File: src/rtl/tower_pkg.sv
// Shared tower types and widths: scroll FSM states and background offset geometry.
package tower_pkg;

    localparam int unsigned OFFSET_W = 10;
    localparam int unsigned SHIFT_W  = 6;
    localparam int unsigned FINE_W   = 4;
    localparam int unsigned SPEED_W  = 3;
    localparam int unsigned BOOST_W  = 8;

    typedef enum logic [1:0] {
        IDLE   = 2'd0,
        ARMED  = 2'd1,
        RUN    = 2'd2,
        PAUSED = 2'd3
    } scroll_state_t;

    // Clamp a 9-bit queue sum to the 8-bit boost range.
    function automatic logic [BOOST_W-1:0] sat_boost(input logic [BOOST_W:0] sum);
        return sum[BOOST_W] ? {BOOST_W{1'b1}} : sum[BOOST_W-1:0];
    endfunction

endpackage

File: src/rtl/frame_tick_gen.sv
// Rising-edge detector on vertical blank; one combinational pulse per frame.
module frame_tick_gen (
    input  logic clk,
    input  logic rst,
    input  logic vblnk_in,
    output logic tick_c
);

    logic vblnk_q;

    // Reset high so a blank already in progress at release is not a new frame.
    always_ff @(posedge clk) begin
        if (rst) vblnk_q <= 1'b1;
        else     vblnk_q <= vblnk_in;
    end

    assign tick_c = vblnk_in & ~vblnk_q;

endmodule

File: src/rtl/scroll_ctl.sv
// Frame-synchronous scroll scheduler: owns the background offset, speed ramp and boost queue.
module scroll_ctl
    import tower_pkg::*;
#(
    parameter int unsigned FRAMES_PER_LEVEL = 750,
    parameter int unsigned MAX_SPEED        = 7,
    parameter int unsigned BOOST_STEP       = 4
) (
    input  logic                pclk,
    input  logic                rst,
    input  logic                vblnk_in,
    input  logic                start,
    input  logic                pause,
    input  logic                stop,
    input  logic                boost_valid,
    input  logic [BOOST_W-1:0]  boost_px,
    output logic [SHIFT_W-1:0]  shift,
    output logic [FINE_W-1:0]   fine,
    output logic [SPEED_W-1:0]  speed,
    output scroll_state_t       state,
    output logic                frame_tick,
    output logic                level_up
);

    localparam int unsigned FC_W = (FRAMES_PER_LEVEL > 1) ? $clog2(FRAMES_PER_LEVEL) : 1;
    localparam logic [FC_W-1:0]    FC_LAST   = FC_W'(FRAMES_PER_LEVEL - 1);
    localparam logic [SPEED_W-1:0] SPEED_MAX = SPEED_W'(MAX_SPEED);
    localparam logic [BOOST_W-1:0] DRAIN_MAX = BOOST_W'(BOOST_STEP);

    scroll_state_t       state_d;
    logic [OFFSET_W-1:0] offset_q, offset_d;
    logic [BOOST_W-1:0]  pending_q, pending_d;
    logic [FC_W-1:0]     frame_cnt_q, frame_cnt_d;
    logic [SPEED_W-1:0]  speed_d;
    logic                level_up_d;

    logic                tick_c;
    logic [BOOST_W-1:0]  drain_c;
    logic [BOOST_W-1:0]  tick_drain_c;
    logic [BOOST_W-1:0]  boost_add_c;
    logic [BOOST_W:0]    pend_sum_c;
    logic [OFFSET_W:0]   off_sum_c;

    frame_tick_gen u_tick (
        .clk      (pclk),
        .rst      (rst),
        .vblnk_in (vblnk_in),
        .tick_c   (tick_c)
    );

    assign drain_c      = (pending_q < DRAIN_MAX) ? pending_q : DRAIN_MAX;
    assign tick_drain_c = tick_c ? drain_c : '0;
    assign boost_add_c  = boost_valid ? boost_px : '0;
    // drain never exceeds pending, so the 9-bit difference cannot underflow
    assign pend_sum_c   = (BOOST_W+1)'(pending_q) - (BOOST_W+1)'(tick_drain_c)
                        + (BOOST_W+1)'(boost_add_c);
    assign off_sum_c    = (OFFSET_W+1)'(offset_q) + (OFFSET_W+1)'(speed)
                        + (OFFSET_W+1)'(drain_c);

    always_ff @(posedge pclk) begin
        if (rst) state <= IDLE;
        else     state <= state_d;
    end

    always_comb begin
        state_d     = state;
        offset_d    = offset_q;
        pending_d   = pending_q;
        frame_cnt_d = frame_cnt_q;
        speed_d     = speed;
        level_up_d  = 1'b0;

        unique case (state)
            IDLE: begin
                offset_d    = '0;
                pending_d   = '0;
                frame_cnt_d = '0;
                speed_d     = '0;
                if (start) state_d = ARMED;
            end
            ARMED: begin
                if (tick_c) begin
                    state_d = RUN;
                    speed_d = SPEED_W'(1);
                end
            end
            RUN: begin
                pending_d = sat_boost(pend_sum_c);
                if (tick_c) begin
                    offset_d = OFFSET_W'(off_sum_c);
                    if (frame_cnt_q == FC_LAST) begin
                        frame_cnt_d = '0;
                        if (speed < SPEED_MAX) begin
                            speed_d    = speed + SPEED_W'(1);
                            level_up_d = 1'b1;
                        end
                    end else begin
                        frame_cnt_d = frame_cnt_q + FC_W'(1);
                    end
                end
                if (pause) state_d = PAUSED;
            end
            PAUSED: begin
                if (pause) state_d = RUN;
            end
        endcase

        // stop overrides everything decided above
        if (stop) begin
            state_d     = IDLE;
            offset_d    = '0;
            pending_d   = '0;
            frame_cnt_d = '0;
            speed_d     = '0;
            level_up_d  = 1'b0;
        end
    end

    always_ff @(posedge pclk) begin
        if (rst) begin
            offset_q    <= '0;
            pending_q   <= '0;
            frame_cnt_q <= '0;
            speed       <= '0;
            level_up    <= 1'b0;
            frame_tick  <= 1'b0;
        end else begin
            offset_q    <= offset_d;
            pending_q   <= pending_d;
            frame_cnt_q <= frame_cnt_d;
            speed       <= speed_d;
            level_up    <= level_up_d;
            frame_tick  <= tick_c;
        end
    end

    assign shift = offset_q[OFFSET_W-1:FINE_W];
    assign fine  = offset_q[FINE_W-1:0];

endmodule

File: config.mk
export PLATFORM = sky130hd
export DESIGN_NAME = scroll_ctl
export DESIGN_NICKNAME = d
export VERILOG_FILES = /design/src/rtl/tower_pkg.sv /design/src/rtl/frame_tick_gen.sv /design/src/rtl/scroll_ctl.sv
export SDC_FILE = /design/constraint.sdc
export NUM_CORES = 1
export LEC_CHECK = 0
export ABC_AREA = 1
export CAP_MARGIN = 20
export CORE_UTILIZATION = 44
export DETAILED_ROUTE_END_ITERATION = 8
export HOLD_SLACK_MARGIN = 0.03
export SLEW_MARGIN = 20
export SYNTH_ARGS = -nofsm -noshare
export SYNTH_HDL_FRONTEND = slang
export SYNTH_SLANG_ARGS = --single-unit
File: constraint.sdc
create_clock -name pclk -period 7.7 [get_ports pclk]
set_input_delay 1.155 -clock pclk [delete_from_list [all_inputs] [get_ports pclk]]
set_output_delay 1.155 -clock pclk [all_outputs]
set_load 0.02 [all_outputs]
-- Yosys cells after proc, flatten, opt, wreduce, memory -nomap -nowiden
Index checks and enable logic that the tools add are counted.
- flip-flop bits (word level): 36
- bits of input ports: 15
- output and inout port bits: 17
- logic and storage cells: 61
- $add $sub $neg: 6
- magnitude comparators: 2
- equal/unequal tests: 11
- muxes and demuxes: 21
- bitwise operators: 5
- reductions and logical operators: 8
- operators by type and width (kind ; count):
    10-bit case mux with 2 select lines ; 2
    8-bit 2-to-1 mux ; 4
    10-bit 2-to-1 mux ; 3
    8-bit case mux with 2 select lines ; 1
    2-bit != test, second input constant ; 7
    3-bit 2-to-1 mux ; 4
    10-bit by 1-bit adder with 10-bit output, second input constant ; 1
    10-bit by 3-bit adder with 10-bit output ; 1
    10-bit by 8-bit adder with 10-bit output ; 1
    10-bit == test, second input constant ; 1
    9-bit by 8-bit adder with 9-bit output ; 1
    3-bit case mux with 3 select lines ; 1
    8-bit by 8-bit subtractor with 9-bit output ; 1
    8-bit by 3-bit less-than comparator with 1-bit output, second input constant ; 1
    2-bit 2-to-1 mux ; 4
    2-bit case mux with 4 select lines ; 1
    5-bit AND reduction ; 1
    5-bit OR reduction ; 1
    2-bit == test, second input constant ; 2
    1-bit inverter ; 4
    4-bit AND reduction ; 1
    3-bit by 1-bit adder with 3-bit output, second input constant ; 1
    3-bit less-than comparator, second input constant ; 1
    3-bit nonzero test ; 1
    7 further kinds ; 7

-- Longest topological paths before layout
- depth after elaboration: 7
- depth in mapped cells: 17
- depth with buffers taken out: 17

-- Modules after synthesis
Synthesis repeated with hierarchy kept, for this count alone.
- cells, all modules: 401
- area total of the unflattened synthesis: 2777.7 sq um
- by module, submodules not included (module ; instances ; cells each ; area an instance (sq um) ; seq. area each (sq um)):
    scroll_ctl ; 1 ; 396 ; 2740.1 ; 700.7
    frame_tick_gen ; 1 ; 5 ; 37.5 ; 20.0

-- Worst setup path after synthesis
No wires, ideal clock.
- path kind: input-to-reg
- start: input boost_valid
- end: register pending_q[0]
- setup time: 0.132 ns
- arrival time: 3.074 ns
- data required time: 7.568 ns
- setup slack: 4.494 ns
- cell stages on the path: 13
- buffers on the path: 1
- cells stage by stage: clkbuf_1 > nand2_1 > fa_1 > inv_1 > fa_1 > nand3_1 > nand3_1 > nand2_1 > nand3_1 > nand2_2 > nand2_1 > nand2_1 > a21oi_1
- longest elaborated chain between the ends: 4
- RTL lines (item ; line ; source):
    from (decl) ; scroll_ctl.sv:15 ; input logic boost_valid,
    8-bit 2-to-1 mux ; scroll_ctl.sv:53 ; assign boost_add_c = boost_valid ? boost_px : '0;
    9-bit by 8-bit adder with 9-bit output ; scroll_ctl.sv:56 ; + (BOOST_W+1)'(boost_add_c);
    8-bit 2-to-1 mux ; tower_pkg.sv:19 ; return sum[BOOST_W] ? {BOOST_W{1'b1}} : sum[BOOST_W-1:0];
    8-bit case mux with 2 select lines ; scroll_ctl.sv:73 ; unique case (state)
    to (signal assigned) ; scroll_ctl.sv:129 ; pending_q <= pending_d;
    to (decl) ; scroll_ctl.sv:32 ; logic [BOOST_W-1:0] pending_q, pending_d;
Every way passes these cells.
A chain may end at the register's enable or synchronous reset.

-- Worst setup path after layout
- start: input vblnk_in
- end: register pending_q[6]
- longest elaborated chain between the ends: 6
- RTL lines (item ; line ; source):
    from (decl) ; scroll_ctl.sv:11 ; input logic vblnk_in,
    1-bit AND ; frame_tick_gen.sv:17 ; assign tick_c = vblnk_in & ~vblnk_q;
    8-bit 2-to-1 mux ; scroll_ctl.sv:52 ; assign tick_drain_c = tick_c ? drain_c : '0;
    8-bit by 8-bit subtractor with 9-bit output ; scroll_ctl.sv:55 ; assign pend_sum_c = (BOOST_W+1)'(pending_q) - (BOOST_W+1)'(tick_drain_c)
    9-bit by 8-bit adder with 9-bit output ; scroll_ctl.sv:56 ;
    8-bit 2-to-1 mux ; tower_pkg.sv:19 ;
    8-bit case mux with 2 select lines ; scroll_ctl.sv:73 ;
Every way passes these cells.

==> summary.md <==
| Metric | Value |
|---|---|
| Yosys warns | 0 |
| Area Growth Syn to Fin | 17.1% |
| Setup crit end kind | flip-flop |
| Distinct cell type count after synthesis | 35 |
| Multi-input gate area | between 1500 and 2000 um^2 |
| Num ports | 32 |
| Initial Util | 46.6% |
| Post_cts resized | 0 |
| Min Clock Period, post-route | 3560 ps |
| Site Rows | 28 |
| Global-route wire length before repair | roughly 10000 um |
| CP Class | in2reg |
| Pleak | 1.52 nW |
| Post-DP HPWL | approximately 4700 um |
| Global-route usage over all layers | between 10% and 20% |
| Vias in the first global route | 2330 |
| Max-cap violations | 0 |
| Routed vias/inst | slightly below 5 |
| Die W | 82.1 um |
| Fin util | between 50% and 60% |
| Reg-to-reg slack, setup | 4680 ps |
| Root buffer cell | clkbuf_8 |
| Port Buf Inserts | 31 |
| Layout fillers | 615 |
| Synthesized instance count | 400 |
| Post-CTS Setup Inserts | 0 |
| Die area | 6750 um^2 |
| ANT nets after route | 0 |
| Mean post-synth cell area | 7.06 um^2 |
| Skew-Pair Late Insertion Delay | ~290 ps |
| VDD IR max | 85.2 uV |
| Most frequent cells in the layout | 111 x nand2_1, 61 x inv_1, 37 x a21oi_1 |
| Unrepaired setup endpoints after global routing | no |
| Pwr/cell area | 127 nW/um^2 |
| Max Root-Sink Buffers | 2 |
| Setup violators final | 0 |
| #FFs+latches synth | 36 |
| Cell Area, Synth | 2830 um^2 |
| Die Height | approximately 82 um |
| Antenna violations before repair | 0 |
| Sum Neg Setup Slack | 0 ps |
| Asr flop ratio synth | 0% |
| Primary FF master, synth | dfxtp_1 |
| Register area share after synthesis | approximately 26% |
| Drt total wl | just under 6000 um |
| Max FO, Critical Path | 8 |
| DR DRC count | 0 |
| Fin nets | 496 |
| Layout cells sized above 1 | roughly 6.6% |
| CP required | roughly 7800 ps |
| Fin Clk Skew | about 7.7 ps |
| Max_slew headroom | about half |
| Cts hold-fix bufs | 0 |
| Core footprint | 6060 um^2 |
| CTS Sinks | 36 |
| FF/Latch Area | 721 um^2 |
| Commonest non-fill, non-tap cell in the layout | nand2_1 |
| Peak Freq | 281 MHz |
| GP Congestion | 0.768 |
| Fin. max-slew vios | 0 |
| Antenna diodes | 0 |
| TritonCTS buffer count | 5 |
| Worst EP arrival | around 3700 ps |
| Worst-margin pin slew | 752 ps |
| Routed len/inst | approximately 11 um |
| Largest net degree at the start of global routing | 24 |
| Number of synthesized flops with an enable pin | 0 |
| WHS | around 470 ps |
| Clock transition at path regs | roughly 70 ps |
| Fin. Hold Viols | 0 |
| Vias | 2512 |
| DRT iter0 DRCs | around 140 |
| Drt first pass iters | 4 |
| CP startpoint kind | input port |
| Hold Crit Class | reg2reg |
| Total grt overflow | 0 |
| Outcome | completed |
| Period utilisation layout | about 46% |
| H-tree depth | 2 |
| CTS tree | done |
-- worst max-delay path: stages --
cell,delay [ps]
clkdlybuf4s50_1,490
inv_2,50
nor2_4,130
inv_1,100
nor3_1,240
fa_1,450
inv_1,110
fa_1,240
nand3_1,90
nand3_1,110
nand2_1,80
nand2_1,60
nand2_1,50
nand2_2,140
nand2_1,70
nand2_1,60
a21oi_1,70
-- power breakdown --
part	switching [mW]	internal [mW]	total (mW)	leakage [nW]
logic	0.0602	0.0385	0.0986	1.19
clock network	0.0701	0.0630	0.133	0.0479
registers	0.00189	0.188	0.190	0.291
total	0.132	0.289	0.422	1.52
-- flip-flops by register name, summed over array words and instances, names as in the netlist --
name            cells
u_tick.vblnk_q      1
offset_q           10
level_up            1
frame_tick          1
pending_q           8
frame_cnt_q        10
speed               3
state               2
-- cell type report --
class                           count  area share [%]
Clock inverter                      3           0.567
Inverter                           65            7.41
Multi-Input combinational cell    301            56.0
Clock buffer                        5            2.08
Sequential cell                    36            21.8
Timing Repair Buffer               31            9.38
Tap cell                           75            2.84
-- kinds of logic after synthesis --
group | synth area share [%]
AO/OA/AOI/OAI | 10.3
flip-flops | 25.5
adder cells (fa/ha/maj) | 21.3
other | 0.266
XOR/XNOR | 2.48
buffers and inverters | 10.0
AND/OR/NAND/NOR | 30.1
-- cells in the mapped netlist, types with 3 or more instances --
library cell    n  area share [%]
nand3_1        28             5.0
or2_2           3            0.66
inv_2           3            0.40
fa_1           12             8.5
nor3_1          3            0.53
o21ai_0         7             1.2
nand4_1         7             1.5
dfxtp_1        36              26
xor2_1          3            0.93
a21oi_1        37             6.6
xnor2_1         5             1.5
nand2_2         5             1.1
inv_1          61             8.1
nand2_1       111              15
nor2_1         22             2.9
clkbuf_1        3            0.40
ha_1           29              13
-- metal layers --
layer,GRT usage (%),share of wire (%)
met2,33.1,46
met3,3.41,3.7
met1,24.3,49
met5,0,0
met4,6.14,1.4
-- final timing paths --
kind                     start           end  depth (start not counted)
hold / removal    pending_q[1]  pending_q[1]                          2
hold reg to reg   pending_q[1]  pending_q[1]                          2
setup reg to reg  pending_q[7]   offset_q[9]                         11
setup / recovery      vblnk_in  pending_q[6]                         17
-- through the flow --
step	cells	setup WS (ps)	total power [mW]	cell area, um^2
after floorplan	408	4490	0.269	2860
after global placement	508	3870	0.292	3220
after detailed placement	508	3810	0.293	3220
after CTS	516	4110	0.428	3310
after global routing	516	3830	0.451	3310
final	516	4140	0.422	3310
Note: power is estimated with default switching activity, not from simulation.
